--- config.mk ---
export PLATFORM = sky130hd
export DESIGN_NAME = ttl_latch_reader
export DESIGN_NICKNAME = d
export VERILOG_FILES = /design/src/rtl/ttl_latch_reader.sv
export SDC_FILE = /design/constraint.sdc
export NUM_CORES = 1
export LEC_CHECK = 0
export BUFFER_PORTS_ARGS = -buffer_cell sky130_fd_sc_hd__buf_2
export CAP_MARGIN = 0
export CORE_MARGIN = 2
export CORE_UTILIZATION = 30
export DETAILED_ROUTE_END_ITERATION = 10
export PLACE_DENSITY = 0.46
export SETUP_SLACK_MARGIN = 0.05
export SLEW_MARGIN = 20
export SYNTH_ARGS = -nofsm -noshare
export SYNTH_HDL_FRONTEND = slang
export SYNTH_SLANG_ARGS = --single-unit
--- constraint.sdc ---
create_clock -name CLK -period 2.8 [get_ports CLK]
set_clock_uncertainty 0.15 [all_clocks]
set_input_delay 0.56 -clock CLK [delete_from_list [all_inputs] [get_ports CLK]]
set_output_delay 0.56 -clock CLK [all_outputs]
set_load 0.01 [all_outputs]
--- src/rtl/ttl_latch_reader.sv ---
// Reader side of a 74LS374-style octal command latch: detects the writer's latch clock, enables the latch outputs for a settle window, and queues the sampled bytes for the reading CPU.
// Optional build macro LATCH_OVERWRITE_EN: a push into a full FIFO replaces the newest entry instead of dropping the incoming byte.
module ttl_latch_reader #(
    parameter int DEPTH       = 4,
    parameter int SETTLE      = 2,
    parameter int SYNC_STAGES = 2
) (
    input  logic                       CLK,
    input  logic                       RSTn,
    input  logic                       WR_CLK,
    input  logic [7:0]                 BUS,
    output logic                       LATCH_OCn,
    input  logic                       RD,
    output logic [7:0]                 DOUT,
    output logic                       PENDING,
    output logic                       IRQn,
    output logic                       OVERRUN,
    input  logic                       CLR_OVR,
    output logic [$clog2(DEPTH+1)-1:0] COUNT
);

    localparam int AW = $clog2(DEPTH);
    localparam int CW = $clog2(DEPTH + 1);
    localparam int SW = (SETTLE > 1) ? $clog2(SETTLE) : 1;

    typedef enum logic [1:0] {
        ST_IDLE   = 2'd0,
        ST_DRIVE  = 2'd1,
        ST_SAMPLE = 2'd2
    } state_t;

    logic [SYNC_STAGES-1:0] sync_r;
    logic                   evt_prev_r;
    logic                   wr_evt_s;

    state_t                 state_r, state_s;
    logic [SW-1:0]          cnt_r, cnt_s;
    logic                   evt_q_r, evt_q_s;
    logic                   ocn_r, ocn_s;
    logic                   push_s;
    logic                   evt_ovr_s;

    logic [7:0]             mem_r [DEPTH];
    logic [AW-1:0]          wp_r, rp_r;
    logic [CW-1:0]          count_r, count_s;
    logic [7:0]             dout_r;
    logic                   pending_r, irqn_r, overrun_r;
    logic                   pop_s, full_s, push_ok_s, fifo_ovr_s;

    assign wr_evt_s  = sync_r[SYNC_STAGES-1] & ~evt_prev_r;

    assign LATCH_OCn = ocn_r;
    assign DOUT      = dout_r;
    assign PENDING   = pending_r;
    assign IRQn      = irqn_r;
    assign OVERRUN   = overrun_r;
    assign COUNT     = count_r;

    // WR_CLK synchroniser and rising-edge history
    always_ff @(posedge CLK) begin
        if (!RSTn) begin
            sync_r     <= {SYNC_STAGES{1'b0}};
            evt_prev_r <= 1'b0;
        end else begin
            sync_r     <= {sync_r[SYNC_STAGES-2:0], WR_CLK};
            evt_prev_r <= sync_r[SYNC_STAGES-1];
        end
    end

    // Capture FSM next-state; a second event arriving while one is queued is lost
    always_comb begin
        state_s   = state_r;
        cnt_s     = cnt_r;
        evt_q_s   = evt_q_r;
        ocn_s     = ocn_r;
        push_s    = 1'b0;
        if (wr_evt_s && evt_q_r) begin
            evt_ovr_s = 1'b1;
        end else begin
            evt_ovr_s = 1'b0;
        end
        case (state_r)
            ST_IDLE: begin
                if (wr_evt_s || evt_q_r) begin
                    state_s = ST_DRIVE;
                    ocn_s   = 1'b0;
                    cnt_s   = SW'(SETTLE - 1);
                    evt_q_s = 1'b0;
                end else begin
                    ocn_s   = 1'b1;
                end
            end
            ST_DRIVE: begin
                if (wr_evt_s) begin
                    evt_q_s = 1'b1;
                end else begin
                    evt_q_s = evt_q_r;
                end
                if (cnt_r == {SW{1'b0}}) begin
                    state_s = ST_SAMPLE;
                end else begin
                    cnt_s   = cnt_r - SW'(1);
                end
            end
            ST_SAMPLE: begin
                if (wr_evt_s) begin
                    evt_q_s = 1'b1;
                end else begin
                    evt_q_s = evt_q_r;
                end
                push_s  = 1'b1;
                ocn_s   = 1'b1;
                state_s = ST_IDLE;
            end
            default: begin
                state_s = ST_IDLE;
                ocn_s   = 1'b1;
                evt_q_s = 1'b0;
            end
        endcase
    end

    // Capture FSM registers
    always_ff @(posedge CLK) begin
        if (!RSTn) begin
            state_r <= ST_IDLE;
            cnt_r   <= {SW{1'b0}};
            evt_q_r <= 1'b0;
            ocn_r   <= 1'b1;
        end else begin
            state_r <= state_s;
            cnt_r   <= cnt_s;
            evt_q_r <= evt_q_s;
            ocn_r   <= ocn_s;
        end
    end

    // FIFO control: a same-cycle pop frees the slot, so a full FIFO still accepts the push
    always_comb begin
        pop_s      = RD && (count_r != {CW{1'b0}});
        full_s     = (count_r == CW'(DEPTH));
        push_ok_s  = push_s && (!full_s || pop_s);
        fifo_ovr_s = push_s && full_s && !pop_s;
        if (push_ok_s && !pop_s) begin
            count_s = count_r + CW'(1);
        end else if (pop_s && !push_ok_s) begin
            count_s = count_r - CW'(1);
        end else begin
            count_s = count_r;
        end
    end

    // FIFO storage; contents need no reset because the pointers gate every read
    always_ff @(posedge CLK) begin
        if (RSTn && push_ok_s) begin
            mem_r[wp_r] <= BUS;
`ifdef LATCH_OVERWRITE_EN
        end else if (RSTn && fifo_ovr_s) begin
            mem_r[wp_r - AW'(1)] <= BUS;
`endif
        end
    end

    // FIFO pointers, read data and CPU-facing flags
    always_ff @(posedge CLK) begin
        if (!RSTn) begin
            wp_r      <= {AW{1'b0}};
            rp_r      <= {AW{1'b0}};
            count_r   <= {CW{1'b0}};
            dout_r    <= 8'h00;
            pending_r <= 1'b0;
            irqn_r    <= 1'b1;
            overrun_r <= 1'b0;
        end else begin
            if (push_ok_s) begin
                wp_r <= wp_r + AW'(1);
            end
            if (pop_s) begin
                rp_r   <= rp_r + AW'(1);
                dout_r <= mem_r[rp_r];
            end
            count_r   <= count_s;
            pending_r <= (count_s != {CW{1'b0}});
            irqn_r    <= (count_s == {CW{1'b0}});
            if (evt_ovr_s || fifo_ovr_s) begin
                overrun_r <= 1'b1;
            end else if (CLR_OVR) begin
                overrun_r <= 1'b0;
            end
        end
    end

endmodule

# ---- Word-level counts from Yosys, hierarchy flattened
# Memory sizes are Yosys's and may differ from the RTL's. A register that Yosys moved wholly into a read port is not among the register bits.
# Cells that the tools add are included.
dict set report word_totals {
  regBits 18
  latchBits 0
  mem_bits_rw 32
  mem_bits_ro 0
  in_bits 13
  out_inout_bits 15
  elab_cells 70
  n_memories 1
}
# name depth width read_ports rd_ports_with_merged_regs write_ports line
set mem_list {}
lappend mem_list {mem_r 4 8 1 1 1 43} ;# logic [7:0] mem_r [DEPTH];
dict set report classes {
  n_addsub 5
  mul 0
  n_div 0
  order_cmp 0
  eq_ne 6
  shifts 0
  muxes 19
  bitwise_logic 2
  n_reduce_logical 25
}
# op count
set ops {}
lappend ops {{$mux 1} 11}
lappend ops {{$logic_and 1x1->1} 8}
lappend ops {{$mux 3} 2}
lappend ops {{$pmux 1 s2} 3}
lappend ops {{$reduce_and 2->1} 3}
lappend ops {{$reduce_bool 3->1} 2}
lappend ops {{$add 2x1->2 const B} 2}
lappend ops {{$logic_not 1->1} 4}
lappend ops {{$mux 2} 2}
lappend ops {{$ne 2x2->1 const B} 2}
lappend ops {{$pmux 2 s2} 1}
lappend ops {{$reduce_bool 2->1} 2}
lappend ops {{$add 3x1->3 const B} 1}
lappend ops {{$eq 3x3->1 const B} 1}
lappend ops {{$logic_not 3->1} 1}
lappend ops {{$logic_or 1x1->1} 3}
lappend ops {{$sub 3x1->3 const B} 1}
lappend ops {{$eq 2x1->1 const B} 1}
lappend ops {{$eq 2x2->1 const B} 1}
lappend ops {{$logic_not 2->1} 1}
lappend ops {{$ne 2x1->1 const B} 1}
lappend ops {{$reduce_or 2->1} 1}
lappend ops {{$and 1x1->1} 1}
lappend ops {{$not 1->1} 1}
lappend ops {{$sub 1x1->1 const B} 1}

# ---- Depth between registers and ports, before layout
# Gate-level depths: netlist (run 1).
dict set report logic_depth {
  word_depth 9
  ltp_mapped 8
  mapped_depth_nobuf 6
}

# ---- Least setup slack after synthesis (run 1)
# No wires, ideal clock.
dict set report synth_path {
  path_kind {reg2reg}
  from {register count_r[0] (netlist: COUNT[0])}
  to {memory mem_r[0][0], enable pin}
  arrival_time_ps 1490
  required_ps 2279
  path_slack_ps 789
  stages_incl_launch_ff 6
  period_less_slack_ps 2011
  cell_sequence {dfxtp_1 -> inv_1 -> ha_1 -> nand3b_1 -> nand3_1 -> nor2_1}
}
dict set report synth_via {
  elab_chain_cells 7
}
# item line
set synth_lines {}
lappend synth_lines {{start: declaration} 45} ;# logic [CW-1:0] count_r, count_s;
lappend synth_lines {{start signal: assignment} 169} ;# count_r <= {CW{1'b0}};
lappend synth_lines {{start signal: assignment} 182} ;# count_r <= count_s;
lappend synth_lines {{$eq 3x3->1 / $reduce_bool 3->1 (equally long branches)} {141, 140}}
lappend synth_lines {{$logic_not 1->1 / $logic_and 1x1->1 (equally long branches)} {142, 140}}
lappend synth_lines {{$logic_or 1x1->1 (*)} 142} ;# push_ok_s = push_s && (!full_s || pop_s);
lappend synth_lines {{$logic_and 1x1->1 (*)} 142}
lappend synth_lines {{$logic_and 1x1->1 (*)} 155} ;# if (RSTn && push_ok_s) begin
lappend synth_lines {{$mux 1 (*)} 155}
lappend synth_lines {{$mux 1 (implied by the code) (*)} 156} ;# mem_r[wp_r] <= BUS;
lappend synth_lines {{end: declaration} 43}
# Every way passes the cells marked *; elsewhere a longest branch is shown, timed or not.

# ---- Worst setup path in the final report (run 1)
dict set report layout_path {
  from {register count_r[0] (netlist: COUNT[0])}
  to {memory mem_r[3][7], enable pin}
}
# Same word-level chain as after synthesis.

==> qor_table.md, run 1 <==
| Parameter | Reported |
|---|---|
| Outcome | finished clean |
| Largest net degree at the start of global routing | 27 |
| Setup crit end kind | flop |
| P_leak | 1.09 nW |
| Number of enable flip-flop cells after synthesis | 32 |
| Synth Cell Area | 2450 um^2 |
| Power per cell area | 918 nW/um^2 |
| Crit path max fanout | 8 |
| Fin crit share | 83.9% |
| Complex-gate fraction of the synthesized area | 9.66% |
| Via/cell ratio | 4.54 |
| Net count, final | 249 |
| Count of unresolved DRC violations after routing | 0 |
| Largest delay contributor family on the critical path | simple AND/OR/NAND/NOR gates |
| Die area | 8900 um^2 |
| HPWL Detailed | 3320 um |
| Routability congestion estimate | 0.707 |
| Clock-pin slew on the worst setup and hold paths | 70 ps |
| PnR Total Power | 2.69 mW |
| DRT antenna net count | 0 |
| Synthesis-to-layout area growth | 19.7% |
| Gates resized, CTS repair | 0 |
| Critical-path cell list | inv_1 -> ha_1 -> nand3b_1 -> nand3_1 -> nor2_1 |
| Fraction of synthesized area in multiplexers | 8.18% |
| Final critical delay including setup and external delays | 2350 ps |
| Level count of the clock H-tree | 3 |
| Number of distinct library cell variants in the gate-level netlist after synthesis | 35 |
| Category of the worst setup path launch point | flop |
| Final-report setup violation count | 0 |
| Row cnt | 32 |
| DR pass1 iterations | 4 |
| Final total negative setup slack | 0 ps |
| Delay of the slowest cell on the worst path | 610 ps |
| Final Worst Setup Slack | 451 ps |
| Met3 Usage GRT | 5.30% |
| Detailed Route Iter0 Violations | 33 |
| Max Cap Violations | 0 |
| Initial core utilization | 31.3% |
| TritonCTS Sinks | 58 |
| Data arrival time of the worst path | 2160 ps |
| Number of antenna diodes | 0 |
| Wire length of the first global-routing pass | 7710 um |
| Worst min-delay path category | flop to flop |
| Post-route worst hold slack | 283 ps |
| Clock tree from TritonCTS | built |
| Worst Path Buf+Inv | 1 |
| Average routed wire per standard cell | 14.2 um |
| Met2 usage | 17.7% |
| Clock latency on the worst-skew pair | 330 ps |
| Rel. slew slack | 49.4% |
| Root buffer selected by CTS | clkbuf_8 |
| Synth warnings | 0 |
| Predominant post-synthesis flop cell | edfxtp_1 |
| Layout cell share with drive strength beyond 1 | 25.5% |
| GRT met1 Usage | 15.6% |
| Post-synthesis adder-cell area fraction | 5.11% |
| Placement Setup Slack | 401 ps |
| WS Path Type | flop to flop |
| WP data required | 2610 ps |
| Async SR Flop Fraction | 0% |
| Floorplan die width | 94.3 um |
| Total via count in the routed design | 1513 |
| Wire length after detailed routing | 4740 um |
| Post-Place Cells | 317 |
| Mapped Cells | 190 |
| Number of top-level pins | 28 |
| Clock Tree Buf Depth | 2 |
| Setup slack of the most critical reg-to-reg path | 450 ps |
| Total GRT Usage | 12.0% |
| Post-Syn Nets | 213 |
| Final Max Slew Viols | 0 |
| Area of the core | 7810 um^2 |
| Gr busiest metal | met2 |
| Number of global-route vias before repair | 1485 |
| Dominant combinational cell family by area after synthesis | simple AND/OR/NAND/NOR gates |
| Fill cells | 783 |
| Mean post-synth cell area | 12.9 um^2 |
| TritonCTS buffer count | 9 |
| Post-CTS Setup Bufs | 0 |
| Cts-stage hold buffer count | 0 |
| Cell Count, Final, Fillers Out | 333 |
| Port Buffers | 27 |
| Remaining global-route overflow | 0 |
| Slowest cell on the critical path | nor2_1 |
| Top achievable clock speed | 426 MHz |
| Area share of xor/xnor cells in the synthesized design | 1.07% |
| Share of the yosys chip area belonging to registers | 60.5% |
| FF+latch count, synth | 58 |
| Synth Area in Simple Gates | 11.6% |
| Vertical extent of the die | 94.3 um |
| Final hold vios | 0 |
| Number of antenna violations at the first check in global routing | 0 |
| Unrepaired setup endpoints after global routing | false |
| Actual slew at the worst max-slew pin | 757 ps |
| Worst voltage drop across the vdd grid | 0.000313 V |
[power by group]
part           internal [mW]  total (mW)  switching [mW]
Combinational          0.348       0.727           0.379
Clock                  0.499       0.846           0.347
Sequential              1.00        1.12           0.115
[cell type report]
class | count | area, um^2 | share of cell area [%]
flip-flops and latches | 58 | 1480 | 50.6
inverters | 14 | 52.6 | 1.79
well taps | 102 | 128 | 4.36
clock buffers | 9 | 124 | 4.23
clock inverters | 7 | 92.6 | 3.16
multi-input cells | 110 | 872 | 29.8
repair buffers | 33 | 180 | 6.15
[final timing paths]
path / depth (start not counted) / endpoint / from
setup / recovery: 5 / mem_r[3][7] / COUNT[0]
hold / removal: 1 / sync_r[1] / sync_r[0]
setup reg to reg: 5 / mem_r[3][7] / COUNT[0]
hold reg to reg: 1 / sync_r[1] / sync_r[0]
[per-layer routing]
metal	up-vias	share of wire, %
met2	28	45
li1	752	-
met5	-	0
met3	6	4.2
met4	0	1.6
met1	727	49
[metrics by stage]
stage	area [um^2]	util [%]
final	2930	37.5
after CTS	2930	37.5
after global routing	2930	37.5
after detailed placement	2710	34.8
after floorplan	2450	-
after global placement	2710	34.8
[synthesized netlist by cell type (2+ instances only)]
library cell | count | area, um^2
o21ai_0 | 4 | 20.0
a21boi_0 | 11 | 82.6
a21oi_1 | 2 | 10.0
o211ai_1 | 2 | 15.0
mux2i_1 | 2 | 20.0
nand2_1 | 22 | 82.6
edfxtp_1 | 32 | 961
nand2b_1 | 3 | 18.8
and2_1 | 12 | 75.1
buf_2 | 3 | 15.0
nor2b_1 | 4 | 25.0
clkbuf_1 | 3 | 11.3
nand3_1 | 5 | 25.0
ha_1 | 10 | 125
dfxtp_1 | 26 | 521
mux4_2 | 8 | 180
inv_1 | 14 | 52.6
xnor2_1 | 3 | 26.3
nor2_1 | 8 | 30.0
[cell usage in the layout (no fill, tap or decap), types with 2 or more instances in the layout]
master and instances:
a21oi_1 2, inv_1 14, clkbuf_8 9, mux4_2 8, xnor2_1 3, buf_4 6
o211ai_1 2, edfxtp_1 32, a21boi_0 11, buf_2 27, nand3_1 5, o21ai_0 4
nor2_1 8, clkinvlp_4 2, nand2_1 22, and2_1 12, mux2i_1 2, dfxtp_1 26
nand2b_1 3, nor2b_1 4, bufinv_16 2, ha_1 10
[state kept, by name (all words and copies together), names as in the netlist, 2 cells and up]
name     flops
sync_r       2
wp_r         2
COUNT        3
DOUT         8
mem_r       32
rp_r         2
state_r      2
[logic make-up (layout without fill, tap and decap cells)]
family	after synthesis	after routing
flip-flops	58	58
AND/OR/NAND/NOR	57	57
AO/OA/AOI/OAI	30	30
buffers and inverters	22	63
adder cells (fa/ha/maj)	10	10
multiplexers	10	10
XOR/XNOR	3	3
No activity file was read; power rests on OpenSTA's default activity.
==> run 2: changes to the inputs <==
--- a/config.mk
+++ b/config.mk
@@ -10,7 +10,7 @@
 export CORE_MARGIN = 2
 export CORE_UTILIZATION = 30
 export DETAILED_ROUTE_END_ITERATION = 10
-export PLACE_DENSITY = 0.46
+export PLACE_DENSITY = 0.47
 export SETUP_SLACK_MARGIN = 0.05
 export SLEW_MARGIN = 20
 export SYNTH_ARGS = -nofsm -noshare
==> constraint.sdc (replaced) <==
create_clock -name CLK -period 2.1 [get_ports CLK]
set_clock_uncertainty 0.15 [all_clocks]
set_input_delay 0.42 -clock CLK [delete_from_list [all_inputs] [get_ports CLK]]
set_output_delay 0.42 -clock CLK [all_outputs]
set_load 0.01 [all_outputs]
==> run 2 against run 1 <==
Via count grew 1.7%. Flip-flop and latch count is the same. Non-clock buffer count grew 6. Setup slack lost 300 ps. Core utilization grew 0.88 points. Routed wire length shrank 1.8%. Sequential share of layout area shrank 1.1 points. Sequential power grew 28%. Clock power grew 44%. Die area is the same. Hold slack lost 130 ps. Fmax grew 20%.
==> qor_table.md, run 2 (synthesis gave the netlist of run 1 again) <==
| Parameter | Reported | vs previous |
|---|---|---|
| DR pass1 iterations | 4 | unchanged |
| Root buffer selected by CTS | clkbuf_8 |  |
| Final Max Slew Viols | 0 | unchanged |
| Via/cell ratio | 4.54 | about the same |
| TritonCTS Sinks | 58 | unchanged |
| Row cnt | 32 | unchanged |
| Startpoint of the lowest-slack register-to-register path | COUNT[0] |  |
| Worst min-delay path category | input pin to flop |  |
| Post-Place Cells | 323 | +1.9% |
| Number of antenna diodes | 0 | unchanged |
| Data arrival time of the worst path | 2030 ps | -130 ps |
| Area of the core | 7810 um^2 | unchanged |
| Setup crit end kind | flop |  |
| Vertical extent of the die | 94.3 um | unchanged |
| Clock Tree Buf Depth | 2 | unchanged |
| Area of combinational cells with multiple inputs | 877 um^2 | +0.57% |
| Total via count in the routed design | 1539 | +1.7% |
| Final cell utilization of the core | 38.4% | +0.88 points |
| Setup slack of the most critical reg-to-reg path | 150 ps | -300 ps |
| Category of the worst setup path launch point | flop |  |
| Largest net degree at the start of global routing | 27 | unchanged |
| Power per cell area | 1260 nW/um^2 | +37% |
| WP data required | 2180 ps | -430 ps |
| Total GRT Usage | 11.8% | -0.28 points |
| Final-report setup violation count | 0 | unchanged |
| FF/Latch Area | 1480 um^2 | about the same |
| Placement Setup Slack | 87.4 ps | -313 ps |
| Hold Crit Start | BUS[4] |  |
| Top achievable clock speed | 513 MHz | +20% |
| Endpoint of the worst register-to-register path | PENDING |  |
| P_leak | 1.13 nW | +3.5% |
| Most common cell after layout, fill and taps aside | edfxtp_1 |  |
| Most frequent cells in the layout | edfxtp_1, buf_2, dfxtp_1 |  |
| Initial core utilization | 31.3% | unchanged |
| Number of top-level pins | 28 | unchanged |
| Die area | 8900 um^2 | unchanged |
| Detailed Route Iter0 Violations | 75 | +130% |
| Final Worst Setup Slack | 150 ps | -301 ps |
| DRT antenna net count | 0 | unchanged |
| Synthesis-to-layout area growth | 22.5% |  |
| Floorplan die width | 94.3 um | unchanged |
| Wire length after detailed routing | 4660 um | -1.8% |
| Number of global-route vias before repair | 1483 | -0.13% |
| Final total negative setup slack | 0 ps | unchanged |
| Unrepaired setup endpoints after global routing | true |  |
| HPWL Detailed | 3210 um | -3.4% |
| WS Path Type | flop to flop |  |
| Worst voltage drop across the vdd grid | 0.000523 V | +67% |
| Hold-critical path endpoint | mem_r[0][4] |  |
| Count of unresolved DRC violations after routing | 0 | unchanged |
| TritonCTS buffer count | 9 | unchanged |
| Port Buffers | 27 | unchanged |
| Level count of the clock H-tree | 3 | unchanged |
| Remaining global-route overflow | 0 | unchanged |
| Final hold vios | 0 | unchanged |
| Clock tree from TritonCTS | built |  |
| Clock-pin slew on the worst setup and hold paths | 70 ps | about the same |
| Number of antenna violations at the first check in global routing | 0 | unchanged |
| Rel. slew slack | 69.4% | +20 points |
| Average routed wire per standard cell | 13.7 um | -3.5% |
| Fill cells | 751 | -4.1% |
| Actual slew at the worst max-slew pin | 459 ps | -298 ps |
| Depth of the worst hold-timing path | 1 | unchanged |
| Max Cap Violations | 0 | unchanged |
| Layout cell share with drive strength beyond 1 | 28.3% | +2.7 points |
| Final critical delay including setup and external delays | 1950 ps | -399 ps |
| Path depth of the worst reg2reg path | 6 | +1 |
| Cell Count, Final, Fillers Out | 339 | +1.8% |
| Outcome | finished clean |  |
| Fin crit share | 92.9% | +9.0 points |
| Max reg flops | 32 | unchanged |
| Crit path max fanout | 7 | -1 |
| Net count, final | 255 | +2.4% |
| Largest Register | mem_r |  |
| Routability congestion estimate | 0.791 | +12% |
| Clock latency on the worst-skew pair | 340 ps | about the same |
| Wire length of the first global-routing pass | 7620 um | -1.2% |
-- run 2: area by class of cell --
type | instances | area share (%)
tap | 102 | 4.26
sequential | 58 | 49.4
inverter | 14 | 1.75
timing repair buffer | 39 | 7.51
multi-input combinational | 110 | 29.2
clock buffer | 11 | 4.38
clock inverter | 5 | 3.42
-- run 2: worst max-delay path: stages, from the launching register on --
cell,delay (ps)
dfxtp_2,350
inv_1,110
ha_2,260
nand2b_1,180
o22a_1,240
o221a_1,270
o31a_1,280
-- run 2: worst max path at each step --
stage                   from           to  depth (start not counted)
floorplan           COUNT[0]  mem_r[0][0]                          5
global placement    COUNT[0]      PENDING                          6
detailed placement  COUNT[0]      PENDING                          6
CTS                 COUNT[0]      PENDING                          6
global route        COUNT[0]      PENDING                          6
finish              COUNT[0]      PENDING                          6
-- run 2: report_power, final --
group          leakage (nW)  total (mW)  internal (mW)  switching [mW]
clock                 0.114        1.22          0.787           0.436
combinational         0.516        1.12          0.540           0.580
sequential            0.501        1.43           1.34          0.0901
-- run 2: metal layers --
metal / up-vias / track usage [%] / wire (um) / part of all wire, %
met5: - / 0 / 0 / 0
met4: 0 / 5.43 / 76 / 1.6
met3: 7 / 4.09 / 180 / 3.9
met2: 24 / 17.4 / 2100 / 45
met1: 744 / 15.5 / 2300 / 49
li1: 764 / - / - / -
-- run 2: timing repair --
action / CTS / global route
setup buffers: 0 / 0
endpoints found under the hold margin: 0 / 0
hold buffers: 0 / 0
gates resized for setup: 0 / 3
setup endpoints to repair: 0 / 42
-- run 2: through the flow --
step	total power, mW	cell area (um^2)	hold slack (ps)
after CTS	3.82	2990	140
after floorplan	2.25	2450	262
final	3.77	3000	154
after detailed placement	2.58	2760	274
after global routing	4.02	3000	147
after global placement	2.58	2760	266
